===== src/rtl/bcd4digit_pkg.sv =====
// bcd4digit shared constants and types.
// Sequential binary-to-BCD converter, 4 digits.
package bcd4digit_pkg;

  localparam int VALUE_W = 14;
  localparam int QUOT_W  = 10;
  localparam int DIGIT_W = 4;
  localparam int STEPS   = 10;
  localparam int DIGITS  = 4;

  // 10 << 9: divisor for the first quotient bit of a pass
  localparam logic [VALUE_W-1:0] DIV_INIT = 14'd5120;
  localparam logic [VALUE_W-1:0] FOLD     = 14'd10000;

  typedef logic [3:0] step_t;
  typedef logic [1:0] idx_t;

  localparam step_t LAST_STEP = step_t'(STEPS - 1);
  localparam idx_t  LAST_IDX  = idx_t'(DIGITS - 1);

  typedef enum logic {
    IDLE = 1'b0,
    RUN  = 1'b1
  } state_e;

  typedef logic [DIGITS-1:0][DIGIT_W-1:0] digits_t;

endpackage


===== src/rtl/bcd4digit_divstep.sv =====
// bcd4digit restoring-division step.
// Compare and conditional subtract.
module bcd4digit_divstep
  import bcd4digit_pkg::*;
(
  input  logic [VALUE_W-1:0] dividend_i,
  input  logic [VALUE_W-1:0] divisor_i,
  output logic               fit_o,
  output logic [VALUE_W-1:0] rem_o
);

  assign fit_o = (dividend_i >= divisor_i);
  assign rem_o = fit_o ? (dividend_i - divisor_i)
                       : dividend_i;

endmodule


===== src/rtl/bcd4digit.sv =====
// bcd4digit top: FSM, counters, digit shadows.
// One quotient bit per clock, 4 passes of 10.
module bcd4digit
  import bcd4digit_pkg::*;
(
  input  logic               clk,
  input  logic               rst,
  input  logic [VALUE_W-1:0] value,
  input  logic               start,
  output logic               ready,
  output logic [DIGIT_W-1:0] A,
  output logic [DIGIT_W-1:0] B,
  output logic [DIGIT_W-1:0] C,
  output logic [DIGIT_W-1:0] D
);

  state_e             state_q, state_d;
  logic [VALUE_W-1:0] dvd_q, dvd_d;
  logic [VALUE_W-1:0] dvs_q, dvs_d;
  logic [QUOT_W-1:0]  quo_q, quo_d;
  logic [QUOT_W-1:0]  quo_nx;
  step_t              step_q, step_d;
  step_t              bit_pos;
  idx_t               idx_q, idx_d;
  digits_t            sh_q, sh_d;
  digits_t            out_q, out_d;
  logic               rdy_q, rdy_d;
  logic               fit;
  logic [VALUE_W-1:0] rem;

  bcd4digit_divstep u_step (
    .dividend_i (dvd_q),
    .divisor_i  (dvs_q),
    .fit_o      (fit),
    .rem_o      (rem)
  );

  assign bit_pos = LAST_STEP - step_q;

  // next state: accept, step, end of pass, completion
  always_comb begin
    state_d = state_q;
    dvd_d   = dvd_q;
    dvs_d   = dvs_q;
    quo_d   = quo_q;
    step_d  = step_q;
    idx_d   = idx_q;
    sh_d    = sh_q;
    out_d   = out_q;
    rdy_d   = rdy_q;
    quo_nx  = quo_q;
    quo_nx[bit_pos] = fit;
    unique case (state_q)
      IDLE: begin
        if (start) begin
          state_d = RUN;
          // folding off 10000 keeps the first quotient
          // within 10 bits; that digit is dropped anyway
          dvd_d   = (value >= FOLD) ? (value - FOLD)
                                    : value;
          dvs_d   = DIV_INIT;
          quo_d   = '0;
          step_d  = '0;
          idx_d   = '0;
          rdy_d   = 1'b0;
        end
      end
      RUN: begin
        dvd_d  = rem;
        dvs_d  = dvs_q >> 1;
        quo_d  = quo_nx;
        step_d = step_q + 1'b1;
        if (step_q == LAST_STEP) begin
          sh_d[idx_q] = rem[DIGIT_W-1:0];
          dvd_d  = VALUE_W'(quo_nx);
          dvs_d  = DIV_INIT;
          quo_d  = '0;
          step_d = '0;
          idx_d  = idx_q + 1'b1;
          if (idx_q == LAST_IDX) begin
            out_d   = sh_d;
            rdy_d   = 1'b1;
            state_d = IDLE;
          end
        end
      end
      default: state_d = IDLE;
    endcase
  end

  // state register with asynchronous clear
  always_ff @(posedge clk or negedge rst) begin
    if (!rst) begin
      state_q <= IDLE;
      dvd_q   <= '0;
      dvs_q   <= '0;
      quo_q   <= '0;
      step_q  <= '0;
      idx_q   <= '0;
      sh_q    <= '0;
      out_q   <= '0;
      rdy_q   <= 1'b0;
    end else begin
      state_q <= state_d;
      dvd_q   <= dvd_d;
      dvs_q   <= dvs_d;
      quo_q   <= quo_d;
      step_q  <= step_d;
      idx_q   <= idx_d;
      sh_q    <= sh_d;
      out_q   <= out_d;
      rdy_q   <= rdy_d;
    end
  end

  assign ready = rdy_q;
  assign A     = out_q[3];
  assign B     = out_q[2];
  assign C     = out_q[1];
  assign D     = out_q[0];

endmodule


===== config.mk =====
export PLATFORM = sky130hd
export DESIGN_NAME = bcd4digit
export DESIGN_NICKNAME = d
export VERILOG_FILES = /design/src/rtl/bcd4digit_pkg.sv /design/src/rtl/bcd4digit_divstep.sv /design/src/rtl/bcd4digit.sv
export SDC_FILE = /design/constraint.sdc
export NUM_CORES = 1
export LEC_CHECK = 0
export BUFFER_PORTS_ARGS = -buffer_cell sky130_fd_sc_hd__buf_2
export CORE_ASPECT_RATIO = 0.6
export CORE_MARGIN = 5
export CORE_UTILIZATION = 30
export DETAILED_ROUTE_END_ITERATION = 6
export GPL_ROUTABILITY_DRIVEN = 0
export PLACE_DENSITY = 0.58
export SLEW_MARGIN = 15
export SYNTH_ARGS = -nofsm -noshare
export SYNTH_HDL_FRONTEND = slang
export SYNTH_SLANG_ARGS = --single-unit

===== constraint.sdc =====
create_clock -name clk -period 4.8 [get_ports clk]
set_clock_uncertainty 0.1 [all_clocks]
set_input_delay 0.48 -clock clk [delete_from_list [all_inputs] [get_ports clk]]
set_output_delay 0.48 -clock clk [all_outputs]
set_load 0.005 [all_outputs]

# Yosys cells after proc, flatten, opt, wreduce, memory -nomap -nowiden
# Cells that the tools add are included.
# classes
add_sub_neg,5
magnitude_cmp,6
n_eq_ne,6
muxes,31
n_bitwise,1
n_reduce_logical,7
# ops
operator,count
14-bit two-way mux,5
14-bit one-hot mux with 2 select lines,2
10-bit two-way mux,2
10-bit one-hot mux with 2 select lines,1
16-bit bitwise mux,1
14-bit greater-or-equal comparator,1
"14-bit greater-or-equal comparator, second input constant",1
14-bit subtractor,1
"14-bit subtractor, second input constant",1
13-bit two-way mux,1
4-bit two-way mux,3
10-bit bitwise mux,1
4-bit demux with 2-bit select,1
4-bit one-hot mux with 2 select lines,1
1-bit two-way mux,7
2-bit AND reduction,3
3-bit AND reduction,2
"4-bit by 5-bit < comparator with 1-bit output, second input constant",1
"4-bit by 1-bit adder with 4-bit output, second input constant",1
1-bit demux with 4-bit select,1
"4-bit equality test, second input constant",1
"4-bit by 1-bit greater-or-equal comparator with 1-bit output, second input constant",1
2-bit two-way mux,2
"2-bit by 1-bit inequality test with 1-bit output, second input constant",2
other kinds (11),13
# totals
reg_bits,78
inputBits,17
output_inout_bits,17

# Depth between registers and ports, before layout
# Gate-level depths: netlist of the first run.
# depth
ltp_word,8
ltp_mapped,10
mapped_depth_nobuf,9

# By module
# Synthesis of the first run repeated with hierarchy kept, for this count alone.
# unflattened
hier_cells,531
area_unflattened_um2,5023.6
# by_module_without_submodules
module,instances,cells_per_inst,area_per_inst_um2,seq_area_each_um2
bcd4digit,1,374,3798.6,1826.8
bcd4digit_divstep,1,157,1224.9,0.0

# Worst setup path after synthesis of the first run
# Ideal clock, no wire load.
# synth_path
path_type,register to register
startpoint,register dvd_q[0]
endpoint,register dvd_q[9]
arrival_time_ps,2258
t_required_ps,4616
setup_slack_ps,2358
stages_incl_launch_ff,10
path_buffers,0
path_cell_list,dfrtp_1 inv_1 ha_1 fa_1 nand2b_1 a21oi_1 o21a_4 o21ai_4 or3b_1 a41oi_2
# synth_between
elab_chain_len,4
word_cells_on_any_way,8
# synth_rtl
item,line_no,rtl
from (decl),bcd4digit.sv:18,"logic [VALUE_W-1:0] dvd_q, dvd_d;"
from (signal assigned),bcd4digit.sv:105,dvd_q <= dvd_d;
14-bit subtractor / 14-bit greater-or-equal comparator (equally long branches),"bcd4digit_divstep.sv:13, bcd4digit_divstep.sv:12",
14-bit two-way mux / 10-bit bitwise mux (equally long branches),"bcd4digit_divstep.sv:13, bcd4digit.sv:52",
14-bit two-way mux,bcd4digit.sv:73,if (step_q == LAST_STEP) begin
14-bit one-hot mux with 2 select lines,bcd4digit.sv:53,unique case (state_q)
# Several ways; a longest one is shown, not always the timed one. The select of a mux whose other input is x is not followed.
# A chain may end at the register's enable or synchronous reset.

# Final worst setup path of the first run
# layout_path
startpoint,register state_q
endpoint,register dvd_q[12]
# layout_between
elab_chain_len,3
word_cells_on_any_way,5
# layout_rtl
item,line_no,rtl
from (decl),bcd4digit.sv:17,"state_e state_q, state_d;"
from (signal assigned),bcd4digit.sv:104,state_q <= state_d;
1-bit NOT,--,
2-bit inequality test (no source line),--,
2-bit AND reduction (no source line),--,
# Several ways; a longest one is shown, not always the timed one.

==> impl_metrics.yaml, run 1 <==
global_route:
  grt_overflow: 0
  first_global_vias: 3848
  antenna_found_initial: 0
  track_usage_pct: 15.3
  grt_pass1_wl_mm: 21.3
  grt_start_max_net_pins: 74
sta:
  period_share_pct: 62.9
  finalSetupViolations: 0
  maxSlewViolCount: 0
  holdWs_ps: 152
  hold_viol: 0
  rsz0062_at_grt: "false"
  tightest_slew_ps: 975
  period_needed_ps: 3020
  max-slew-margin-rel_pct: 35.0
  fin_tns_setup_ps: 0
  clock.fmax_mhz: 331
drt:
  routed_wl_mm: 13.6
  final_antenna_net_count: 0
  wl_per_cell_um: 18.0
  route.vias.total: 4103
  first_pass_iters: 5
  route.detailed.drc: 0
  avgViaCountPerCell: 5.43
  dr.first_iter.drc_count: 364
die:
  start_util_pct: 30.9
  rows: 34
  die_height_um: 105
  die_w_um: 169
  num_io_pins: 34
  die_area_um2: 17700
  core-area_um2: 14600
cts:
  cts.path.max_buffers: 2
  ctsResizeCount: 0
  htree_levels: 3
  clk_latency_ps: 340
  clkSinkCount: 73
  cts_buffers: 9
  cts-root-buf: "clkbuf_16"
  hold_buffers: 0
  clk_pin_slew_ps: 60
  cts_tree: "yes"
  post_cts_buffers: 0
finish:
  nets: 595
  layout_commonest_cell: "dfrtp_1"
  final_cell_mix: "dfrtp_1, o21ai_0, nand2_1, nor2_1, a21oi_1"
  nFillCells: 1503
  drive_gt1_share_pct: 11.8
  synthToLayoutAreaGrowth_pct: 15.4
  antenna_cells: 0
synth:
  syn_area_per_cell_um2: 8.62
  netlist_area_um2: 4530
  synth_cell_types: 69
  yosysWarningCount: 0
  synth_seq_cells: 73
  synthTopCellsByArea: "dfrtp_1, o21ai_0, ha_1"
  synth_top_area_cell: "dfrtp_1"
  synth-main-ff-cell: "dfrtp_1"
  syn-num-nets: 568
  synth-edff-count: 0
  async_flop_share_pct: 100
  synth_top_area_share_pct: 40.4
  ys_seq_area_share_pct: 40.4
  syn_inst: 525
setup_path:
  path_delay_family: "simple AND/OR/NAND/NOR gates"
  worstReg2RegStart: "state_q"
  max_stage_delay_ps: 760
  crit_chain: "clkinv_1 -> nand2_1 -> nand2_1 -> a31oi_1 -> a211oi_1 -> a2bb2oi_1"
  end_kind: "flip-flop"
  critical_path_arrival_ps: 3170
  required_ps: 4960
  worstPathMaxFanout: 18
  crit_top_cell: "nand2_1"
  startpoint_type: "flip-flop"
  cp_slowest_cell: "clkinv_1"
  r2r_end: "dvd_q[12]"
  setup.worst_path.start: "state_q"
  reg2reg_depth: 6
  crit_type: "reg2reg"
  path_buf_inv: 1
  rrSetupSlack_ps: 1780
place:
  dp_hpwl_mm: 10.1
  portBuffers: 33
status:
  status: "finished clean"
min_path:
  worstHoldPathType: "in2async"
power_and_ir_drop:
  power_density_nw_per_um2: 862
  p_leak_uw: 0.00225
  peakVddDrop_uv: 353
run:
  maxCapViolCount: 0
worst reg2reg max path, delay by kind of cell, from the launching register on:
family	cells	cell delay [ps]
buffers and inverters	1	760
AND/OR/NAND/NOR	2	920
flip-flops	1	650
AO/OA/AOI/OAI	3	510
where the power goes:
group	internal, uW	total [uW]	switching [uW]
clock	521	792	270
combinational	990	2640	1650
sequential	896	1070	176
total	2410	4500	2090
per-layer routing:
| metal | global-route usage [%] | vias up | wire (um) |
|---|---|---|---|
| li1 | - | 1956 | - |
| met1 | 23.9 | 1976 | 7100 |
| met2 | 19.8 | 150 | 5300 |
| met3 | 4.30 | 21 | 996 |
| met4 | 4.75 | 0 | 220 |
| met5 | 0 | - | 0 |
kinds of logic after synthesis:
kind of cell             Yosys count  synth area share, %
XOR/XNOR                          14                 2.71
adder cells (fa/ha/maj)           26                 7.35
AND/OR/NAND/NOR                  173                 18.1
flip-flops                        73                 40.4
AO/OA/AOI/OAI                    189                 26.9
buffers and inverters             48                 4.15
multiplexers                       2                0.470
Yosys cell counts (3+ instances only):
cell	number
dfrtp_1	73
o22ai_1	13
nor2_1	50
a211oi_1	7
nand2_1	53
a21oi_2	3
a31oi_1	5
nand3_1	13
inv_1	28
nor2b_1	4
xor2_1	4
xnor2_1	10
a21o_1	4
clkbuf_1	14
and3_1	9
a2bb2oi_1	4
a21oi_1	48
ha_1	25
o21ai_0	67
nand2b_1	3
o21a_1	3
nor3b_1	3
and2_1	5
o32a_1	3
buf_2	3
nor3_1	18
stage by stage:
stage / instance area, um^2 / worst slack (ps) / total power (uW) / instances / util [%]
2_1_floorplan: 4530 / 2360 / 2940 / 525 / -
3_3_place_gp: 4880 / 1900 / 3600 / 739 / 33.3
3_5_place_dp: 4880 / 1880 / 3640 / 739 / 33.3
4_1_cts: 5220 / 1850 / 4450 / 755 / 35.7
5_1_grt: 5220 / 1660 / 4820 / 755 / 35.7
6_report: 5220 / 1780 / 4500 / 755 / 35.7
worst max-delay path by stage:
stage          slack [ps]  cells after the start   endpoint
5_1_grt              1660                      6  dvd_q[12]
4_1_cts              1850                      6  dvd_q[12]
3_5_place_dp         1880                      6  dvd_q[12]
6_report             1780                      6  dvd_q[12]
2_1_floorplan        2360                      9   dvd_q[9]
3_3_place_gp         1900                      8  dvd_q[12]
flip-flops by register name, summed over array words and instances, names as in the netlist, 4 cells and up:
register,count
B,4
D,4
sh_q,12
quo_q,10
A,4
step_q,4
dvs_q,13
C,4
dvd_q,14
layout make-up:
type	count	area (um^2)	share of cell area [%]
sequential	73	1830	35.0
tap	198	248	4.74
inverter	29	109	2.08
clock buffer	11	243	4.65
timing repair buffer	35	183	3.50
clock inverter	5	103	1.96
multi-input combinational	404	2510	48.1
Power figures use the tool's default switching activity.
==> run 2, diff against run 1 <==
--- a/config.mk
+++ b/config.mk
@@ -11,7 +11,7 @@
 export CORE_UTILIZATION = 30
 export DETAILED_ROUTE_END_ITERATION = 6
 export GPL_ROUTABILITY_DRIVEN = 0
-export PLACE_DENSITY = 0.58
+export PLACE_DENSITY = 0.59
 export SLEW_MARGIN = 15
 export SYNTH_ARGS = -nofsm -noshare
 export SYNTH_HDL_FRONTEND = slang
==> constraint.sdc (replaced) <==
create_clock -name clk -period 2.4 [get_ports clk]
set_clock_uncertainty 0.1 [all_clocks]
set_input_delay 0.24 -clock clk [delete_from_list [all_inputs] [get_ports clk]]
set_output_delay 0.24 -clock clk [all_outputs]
set_load 0.005 [all_outputs]
==> impl_metrics.yaml, run 2 (same netlist as run 1, synthesis figures left out) <==
power_and_ir_drop:
  clockPowerShare_pct: 12.8
  p_leak_uw: 0.00270
  seqPwrFrac_pct: 19.2
  peakVddDrop_uv: 652
  power_density_nw_per_um2: 1800
  p_sw_uw: 4900
  swShare_pct: 43.8
  p_int_uw: 6280
  combPwrFrac_pct: 68.0
global_route:
  track_usage_pct: 16.3
  first_global_vias: 4237
  grt_overflow: 0
  antenna_found_initial: 0
  grt_start_max_net_pins: 39
  grt_pass1_wl_mm: 23.1
die:
  die_area_um2: 17700
  num_io_pins: 34
  core-area_um2: 14600
  start_util_pct: 30.9
  die_height_um: 105
  die_w_um: 169
  rows: 34
setup_path:
  critical_path_arrival_ps: 2610
  startpoint_type: "flip-flop"
  required_ps: 2580
  setup.worst_path.start: "dvs_q[0]"
  rrSetupSlack_ps: -30
  crit_type: "reg2reg"
  r2r_end: "dvd_q[12]"
  worstPathMaxFanout: 3
  reg2reg_depth: 8
  end_kind: "flip-flop"
  worstReg2RegStart: "dvs_q[0]"
finish:
  regMostFlops: "dvd_q"
  drive_gt1_share_pct: 31.6
  utilization_pct: 42.5
  final_cell_mix: "buf_4, dfrtp_1, o21ai_0, nand2_1, nor2_1"
  largestRegisters: "dvd_q (14), dvs_q (13), sh_q (12)"
  synthToLayoutAreaGrowth_pct: 37.4
  layout_commonest_cell: "buf_4"
  largest_reg_flops: 14
  nets: 680
  antenna_cells: 0
sta:
  fin_tns_setup_ps: -35.9
  setup_ws_ps: -25.3
  period_share_pct: 101
  hold_viol: 0
  tightest_slew_ps: 665
  period_needed_ps: 2430
  maxSlewViolCount: 0
  rsz0062_at_grt: "true"
  max-slew-margin-rel_pct: 55.5
  clock.fmax_mhz: 412
  finalSetupViolations: 2
cts:
  cts.path.max_buffers: 2
  cts-root-buf: "clkbuf_16"
  clkSinkCount: 73
  htree_levels: 3
  cts_buffers: 9
  clk_latency_ps: 350
  cts_tree: "yes"
  clk_pin_slew_ps: 60
run:
  maxCapViolCount: 0
status:
  failed_checks: "setup timing"
  status: "finished, violations left"
place:
  dp_hpwl_mm: 10.9
  portBuffers: 33
min_path:
  hold_path_depth: 2
  hold_path_end: "idx_q[1]"
  worstHoldStart: "start"
  worstHoldPathType: "in2reg"
drt:
  dr.first_iter.drc_count: 372
  routed_wl_mm: 14.7
  route.vias.total: 4500
  route.detailed.drc: 0
  final_antenna_net_count: 0
  first_pass_iters: 5
  wl_per_cell_um: 17.4
  avgViaCountPerCell: 5.36
[run 2: metal layers]
layer | share of wire, % | routed length [um] | vias to the layer above | track usage (%)
met2 | 42 | 6180 | 157 | 23.4
met3 | 7.5 | 1090 | 20 | 4.34
met5 | 0 | 0 | - | 0
li1 | - | - | 2141 | -
met1 | 49 | 7210 | 2182 | 24.4
met4 | 1.1 | 166 | 0 | 3.59
[run 2: critical path, cell delays in order (launching register included)]
cell and delay, ps:
dfrtp_1 380, ha_2 200, fa_2 350, nand2b_4 160, a211o_1 300, a21o_1 220, a21oi_2 210, mux2_4 330
a2bb2oi_2 100
[run 2: metrics by stage]
| stage | setup slack, ps | power (uW) | std cells | area [um^2] | hold slack [ps] |
|---|---|---|---|---|---|
| after floorplan | 11.5 | 5880 | 525 | 4530 | -156 |
| after CTS | -37.9 | 10100 | 830 | 5900 | 94.6 |
| after detailed placement | -219 | 8320 | 812 | 5450 | 159 |
| after global placement | -193 | 8150 | 812 | 5450 | 152 |
| final | -25.3 | 11200 | 840 | 6220 | 124 |
| after global routing | -119 | 11900 | 840 | 6220 | 102 |
[run 2: how the worst max path moves through the flow]
stage	endpoint	cells after the start
2_1_floorplan	dvd_q[12]	9
3_3_place_gp	dvd_q[12]	9
3_5_place_dp	dvd_q[10]	8
4_1_cts	dvd_q[12]	8
5_1_grt	dvd_q[11]	8
6_report	dvd_q[12]	8
[run 2: power groups by stage]
stage | clock network (uW) | registers, uW | logic [uW]
final | 1430 | 2150 | 7600
after global routing | 1510 | 2210 | 8200
after CTS | 1460 | 2130 | 6520
after detailed placement | 0 | 2130 | 6190
after global placement | 0 | 2110 | 6040
after floorplan | 0 | 2050 | 3830
[run 2: cell type report]
| type | count | area, um^2 |
|---|---|---|
| clock buffers | 10 | 239 |
| well taps | 198 | 248 |
| fillers | 1452 | 8420 |
| repair buffers | 120 | 876 |
| clock inverters | 6 | 72.6 |
| flip-flops and latches | 73 | 1830 |
| inverters | 29 | 109 |
| multi-input cells | 404 | 2850 |
[run 2: what timing repair did]
item / in CTS / in global routing
setup endpoints to repair: 39 / 39
hold endpoints to repair: 37 / 0
hold buffers: 1 / 0
resized for setup: 22 / 56
buffers inserted: 1 / 10
pin swaps: 10 / 20
